===== config.mk =====
export PLATFORM = sky130hd
export DESIGN_NAME = alarm_fsm
export DESIGN_NICKNAME = d
export VERILOG_FILES = /design/src/rtl/alarm_fsm.sv
export SDC_FILE = /design/constraint.sdc
export NUM_CORES = 1
export LEC_CHECK = 0
export BUFFER_PORTS_ARGS = -buffer_cell sky130_fd_sc_hd__buf_4
export CAP_MARGIN = 0
export CORE_MARGIN = 3
export CORE_UTILIZATION = 55
export DETAILED_ROUTE_END_ITERATION = 7
export PLACE_DENSITY = 0.78
export SLEW_MARGIN = 40
export SYNTH_ARGS = -nofsm -noshare
export SYNTH_HDL_FRONTEND = slang
export SYNTH_SLANG_ARGS = --single-unit

===== constraint.sdc =====
create_clock -name clock -period 2.2 [get_ports clock]
set_input_delay 0.66 -clock clock [delete_from_list [all_inputs] [get_ports clock]]
set_output_delay 0.66 -clock clock [all_outputs]
set_load 0.01 [all_outputs]

===== src/rtl/alarm_fsm.sv =====
// Car alarm sequencer: arms after the driver leaves, sounds on intrusion,
// and issues interval load requests to an external countdown timer.
module alarm_fsm #(
  parameter logic [3:0] T_ARM_DELAY       = 4'd6,
  parameter logic [3:0] T_DRIVER_DELAY    = 4'd8,
  parameter logic [3:0] T_PASSENGER_DELAY = 4'd15,
  parameter logic [3:0] T_ALARM_ON        = 4'd10
) (
  input  logic       clock,
  input  logic       reset,
  input  logic       ignition,
  input  logic       door_driver,
  input  logic       door_pass,
  input  logic       reprogram,
  input  logic [1:0] time_param_sel,
  input  logic [3:0] time_value,
  input  logic       expired,
  input  logic       one_hz_enable,
  output logic       start_timer,
  output logic [3:0] value,
  output logic       siren,
  output logic       status_led,
  output logic [2:0] fsm_state
);

  typedef enum logic [2:0] {
    DISARMED       = 3'd0,
    WAIT_DRV_OPEN  = 3'd1,
    WAIT_DRV_CLOSE = 3'd2,
    ARM_DELAY      = 3'd3,
    ARMED          = 3'd4,
    TRIGGERED      = 3'd5,
    SOUND_ALARM    = 3'd6,
    SOUND_HOLD     = 3'd7
  } state_t;

  state_t     state;
  state_t     next_state;
  logic [3:0] slot_arm;
  logic [3:0] slot_drv;
  logic [3:0] slot_pass;
  logic [3:0] slot_hold;
  logic       start_second;
  logic       any_door;
  logic       qual_expired;
  logic       timed_next;
  logic       entering;
  logic       start_timer_next;
  logic       start_second_next;
  logic [3:0] value_next;
  logic       siren_next;
  logic       status_led_next;

  assign any_door     = door_driver | door_pass;
  // A pulse arriving while we are still requesting a load belongs to an older countdown.
  assign qual_expired = expired & ~start_timer;
  assign fsm_state    = state;

  // Interval slots; writing zero restores the slot's built-in default.
  always_ff @(posedge clock or posedge reset) begin
    if (reset) begin
      slot_arm  <= T_ARM_DELAY;
      slot_drv  <= T_DRIVER_DELAY;
      slot_pass <= T_PASSENGER_DELAY;
      slot_hold <= T_ALARM_ON;
    end else if (reprogram) begin
      case (time_param_sel)
        2'd0:    slot_arm  <= (time_value == 4'd0) ? T_ARM_DELAY       : time_value;
        2'd1:    slot_drv  <= (time_value == 4'd0) ? T_DRIVER_DELAY    : time_value;
        2'd2:    slot_pass <= (time_value == 4'd0) ? T_PASSENGER_DELAY : time_value;
        default: slot_hold <= (time_value == 4'd0) ? T_ALARM_ON        : time_value;
      endcase
    end
  end

  always_ff @(posedge clock or posedge reset) begin
    if (reset) begin
      state        <= DISARMED;
      start_timer  <= 1'b0;
      start_second <= 1'b0;
      value        <= 4'd0;
      siren        <= 1'b0;
      status_led   <= 1'b0;
    end else begin
      state        <= next_state;
      start_timer  <= start_timer_next;
      start_second <= start_second_next;
      value        <= value_next;
      siren        <= siren_next;
      status_led   <= status_led_next;
    end
  end

  always_comb begin
    next_state        = state;
    timed_next        = 1'b0;
    entering          = 1'b0;
    start_timer_next  = 1'b0;
    start_second_next = 1'b0;
    value_next        = 4'd0;
    siren_next        = 1'b0;
    status_led_next   = 1'b1;

    if (ignition) begin
      next_state = DISARMED;
    end else if (reprogram) begin
      next_state = ARMED;
    end else begin
      case (state)
        DISARMED:       next_state = WAIT_DRV_OPEN;
        WAIT_DRV_OPEN:  if (door_driver)  next_state = WAIT_DRV_CLOSE;
        WAIT_DRV_CLOSE: if (!door_driver) next_state = ARM_DELAY;
        ARM_DELAY: begin
          if (any_door)          next_state = WAIT_DRV_CLOSE;
          else if (qual_expired) next_state = ARMED;
        end
        ARMED:          if (any_door) next_state = TRIGGERED;
        TRIGGERED:      if (qual_expired) next_state = SOUND_ALARM;
        SOUND_ALARM:    if (!any_door) next_state = SOUND_HOLD;
        SOUND_HOLD: begin
          if (any_door)          next_state = SOUND_ALARM;
          else if (qual_expired) next_state = ARMED;
        end
        default:        next_state = DISARMED;
      endcase
    end

    timed_next = (next_state == ARM_DELAY) || (next_state == TRIGGERED) ||
                 (next_state == SOUND_HOLD);
    entering   = timed_next && (next_state != state);

    // The load request spans two cycles so it survives the timer's own DONE cycle.
    if (entering) begin
      start_timer_next  = 1'b1;
      start_second_next = 1'b1;
      case (next_state)
        ARM_DELAY: value_next = slot_arm;
        TRIGGERED: value_next = door_driver ? slot_drv : slot_pass;
        default:   value_next = slot_hold;
      endcase
    end else if (timed_next) begin
      start_timer_next = start_second;
      value_next       = value;
    end

    siren_next = (next_state == SOUND_ALARM) || (next_state == SOUND_HOLD);

    case (next_state)
      DISARMED: status_led_next = 1'b0;
      ARMED:    status_led_next = one_hz_enable;
      default:  status_led_next = 1'b1;
    endcase
  end

endmodule


==> impl_results.md <==
- Post-Syn Area per Cell: 10.6 um^2
- Area delta synth->final: 23.7%
- CTS tree: done
- Setup bufs post-CTS: 0
- Cell family with most CP delay: compound AO/OA/AOI/OAI gates
- RR Startpoint: fsm_state[0]
- Max_slew headroom: 0.712
- CP Cell Sequence: and4b_2 > o22a_4 > or4_4 > a2111oi_4 > a32o_2
- CP Depth: 5
- Buf/Inv on CP: 0
- Routed Wire Length: 3510 um
- Via count: 1239
- Post-synthesis cell area: 1440 um^2
- Initial Utilization: 0.614
- Max cap viols: 0
- Clock Sinks: 27
- Hold Slack: 0.353 ns
- Post-synth cell types: 43
- Num rows: 17
- Mapped Cells: 136
- Maximum vdd ir drop: around 0.62 mV
- Final period util: 0.954
- Most used routing layer in global routing: met2
- Pwr per Cell Area: 617 nW/um^2
- Max incr delay on CP: 0.52 ns
- RSZ-0062 raised after global routing: no
- Clock transition at path regs: 0.16 ns
- Largest net degree at the start of global routing: 28
- Die ar.: between 3000 and 4000 um^2
- Placed Area: 1750 um^2
- Synth warn: 0
- Setup violators final: 0
- DP HPWL: approximately 2800 um
- First-pass GRT wire length: 5870 um
- Final Instance Area: 1780 um^2
- CP Class: reg2reg
- Synth Flop Type: dfrtp_1
- Drt wl/cell: 17.2 um
- Met3 Usage GRT: 0.0452
- Num CTS Buffers: 3
- Initial DRC Count: between 40 and 50
- Min-delay worst type: in2async
- FF+latch count, synth: 27
- Max clock buf depth: 2
- Most frequent cells in the layout: 40 x buf_4, 17 x dfrtp_1, 12 x o21ai_0, 12 x nand2_1, 11 x nor2_1
- Slew @ Worst Pin: 0.431 ns
- Most common cell after layout, fill and taps aside: buf_4
- Drt pass-1 iters: 4
- Leakage: 0.820 nW
- Critical Path AT: roughly 2.4 ns
- Post-synth ARST share: 1.00
- Hold Fails Final Rpt: 0
- Area of the core: 2340 um^2
- Status: finished, final reports clean
- PortBufs: 23
- Die W: 57.1 um
- Ratio of cells with drive above 1 in the final layout: 0.432
- Slowest CP cell: dfrtp_1
- H-Tree Depth: 1
- Fin crit period: 2.10 ns
- Crit. End Element: flip-flop
- Final Max Tran Viols: 0
- Vias in the first global route: 1240
- Die Y: 57.1 um
- R2R Path End: value[0]
- GRT Residual Overflow: 0
- Vias per Instance: 6.07
- FILL cells: 179
- Syn nets: 150
- Core Util, Final: 0.759
- RePlAce Congestion: 0.852
- Critical Path Source Type: flip-flop
- Peak Freq: 0.476 GHz
- Setup crit end: value[0]
- Post-route ant nets: 0
- # IOs: 24
- # DRC: 0
- ANT cells: 0
- Post-synthesis sequential area ratio: 0.478
- EDFF count, synth: 0
- Grt met2 use: 0.349
- CP Launch Point: fsm_state[0]
- Clock Latency Late Sink: around 0.34 ns
- Met1 usage: 0.325
- Total Routing Usage GR: 0.237
- Clk_skew: 0.0115 ns
- CTS root buffer: clkbuf_4
- Worst-path fanout max: 10
- Initial antenna violation count: 0
- R2r setup slk: 0.10 ns
- Nets: 191
- R2r worst-path depth: 5
- Worst EP required: 2.49 ns
-- report_power, final --
| group | internal (mW) | leakage, nW | switching, mW | total [mW] |
|---|---|---|---|---|
| clock network | 0.0699 | 0.0139 | 0.161 | 0.231 |
| registers | 0.581 | 0.323 | 0.0396 | 0.620 |
| logic | 0.123 | 0.483 | 0.122 | 0.245 |
-- layer usage --
layer | vias up | part of all wire
met5 | - | 0
met4 | 0 | 0.036
met3 | 13 | 0.051
met2 | 42 | 0.47
met1 | 608 | 0.44
li1 | 576 | -
-- registers in the layout (all words and copies together), names as in the netlist --
| signal | flops |
|---|---|
| fsm_state | 3 |
| siren | 1 |
| slot_arm | 4 |
| slot_drv | 4 |
| slot_hold | 4 |
| slot_pass | 4 |
| start_second | 1 |
| start_timer | 1 |
| status_led | 1 |
| value | 4 |
-- cell usage after synthesis (all sizes together), types with 2 or more instances --
cell / count / area (um^2)
a32o: 4 / 45.0
buf: 4 / 26.3
inv: 6 / 22.5
and3b: 2 / 22.5
a21oi: 4 / 20.0
nor2: 12 / 47.6
mux2: 7 / 78.8
mux2i: 4 / 40.0
nand2b: 2 / 12.5
or3: 4 / 25.0
dfstp: 9 / 236
nor3: 5 / 25.0
nand2: 12 / 45.0
nor4: 5 / 31.3
or2: 3 / 18.8
nand3b: 4 / 30.0
dfrtp: 18 / 450
o21ai: 12 / 60.1
-- how the worst min path moves through the flow --
stage	to	depth (start not counted)
floorplan	slot_pass[0]	2
global placement	slot_pass[0]	2
detailed placement	slot_pass[3]	2
CTS	value[3]	3
global route	slot_arm[0]	3
finish	slot_drv[0]	3
-- through the flow --
stage | TNS, ns | cells | setup WS [ns] | power [mW]
final | 0 | 204 | 0.101 | 1.10
after floorplan | 0 | 136 | 0.0531 | 0.763
after CTS | 0 | 204 | 0.0718 | 1.10
after detailed placement | -0.525 | 200 | -0.152 | 0.875
after global placement | -0.199 | 200 | -0.0501 | 0.861
after global routing | 0 | 204 | 0.00137 | 1.16
-- logic make-up (layout without fill, tap and decap cells) --
group,count (synthesis),in the layout,share of synthesized area
DFF,27,27,0.478
muxes,11,11,0.0828
xor gates and xnor gates,1,1,0.00610
AOI/OAI and AO/OA,30,30,0.172
and+or+nand+nor,57,57,0.226
buffers and inverters,10,50,0.0340
-- worst register-to-register path: stages (launching register included) --
cell	delay [ns]
dfrtp_1	0.52
and4b_2	0.28
o22a_4	0.21
or4_4	0.47
a2111oi_4	0.39
a32o_2	0.18
-- cell type report --
cell class              instances  area (um^2)  area share
clock buffers                   3         22.5      0.0127
inverters                       6         22.5      0.0127
multi-input cells              99          701       0.394
clock inverters                 1         7.51     0.00423
flip-flops and latches         27          688       0.387
well taps                      28         35.0      0.0197
repair buffers                 40          300       0.169
-- what timing repair did --
| item | CTS | global route |
|---|---|---|
| hold buffers | 0 | 0 |
| setup endpoints to repair | 0 | 4 |
| gates resized for setup | 0 | 1 |
Power figures use the tool's default switching activity.
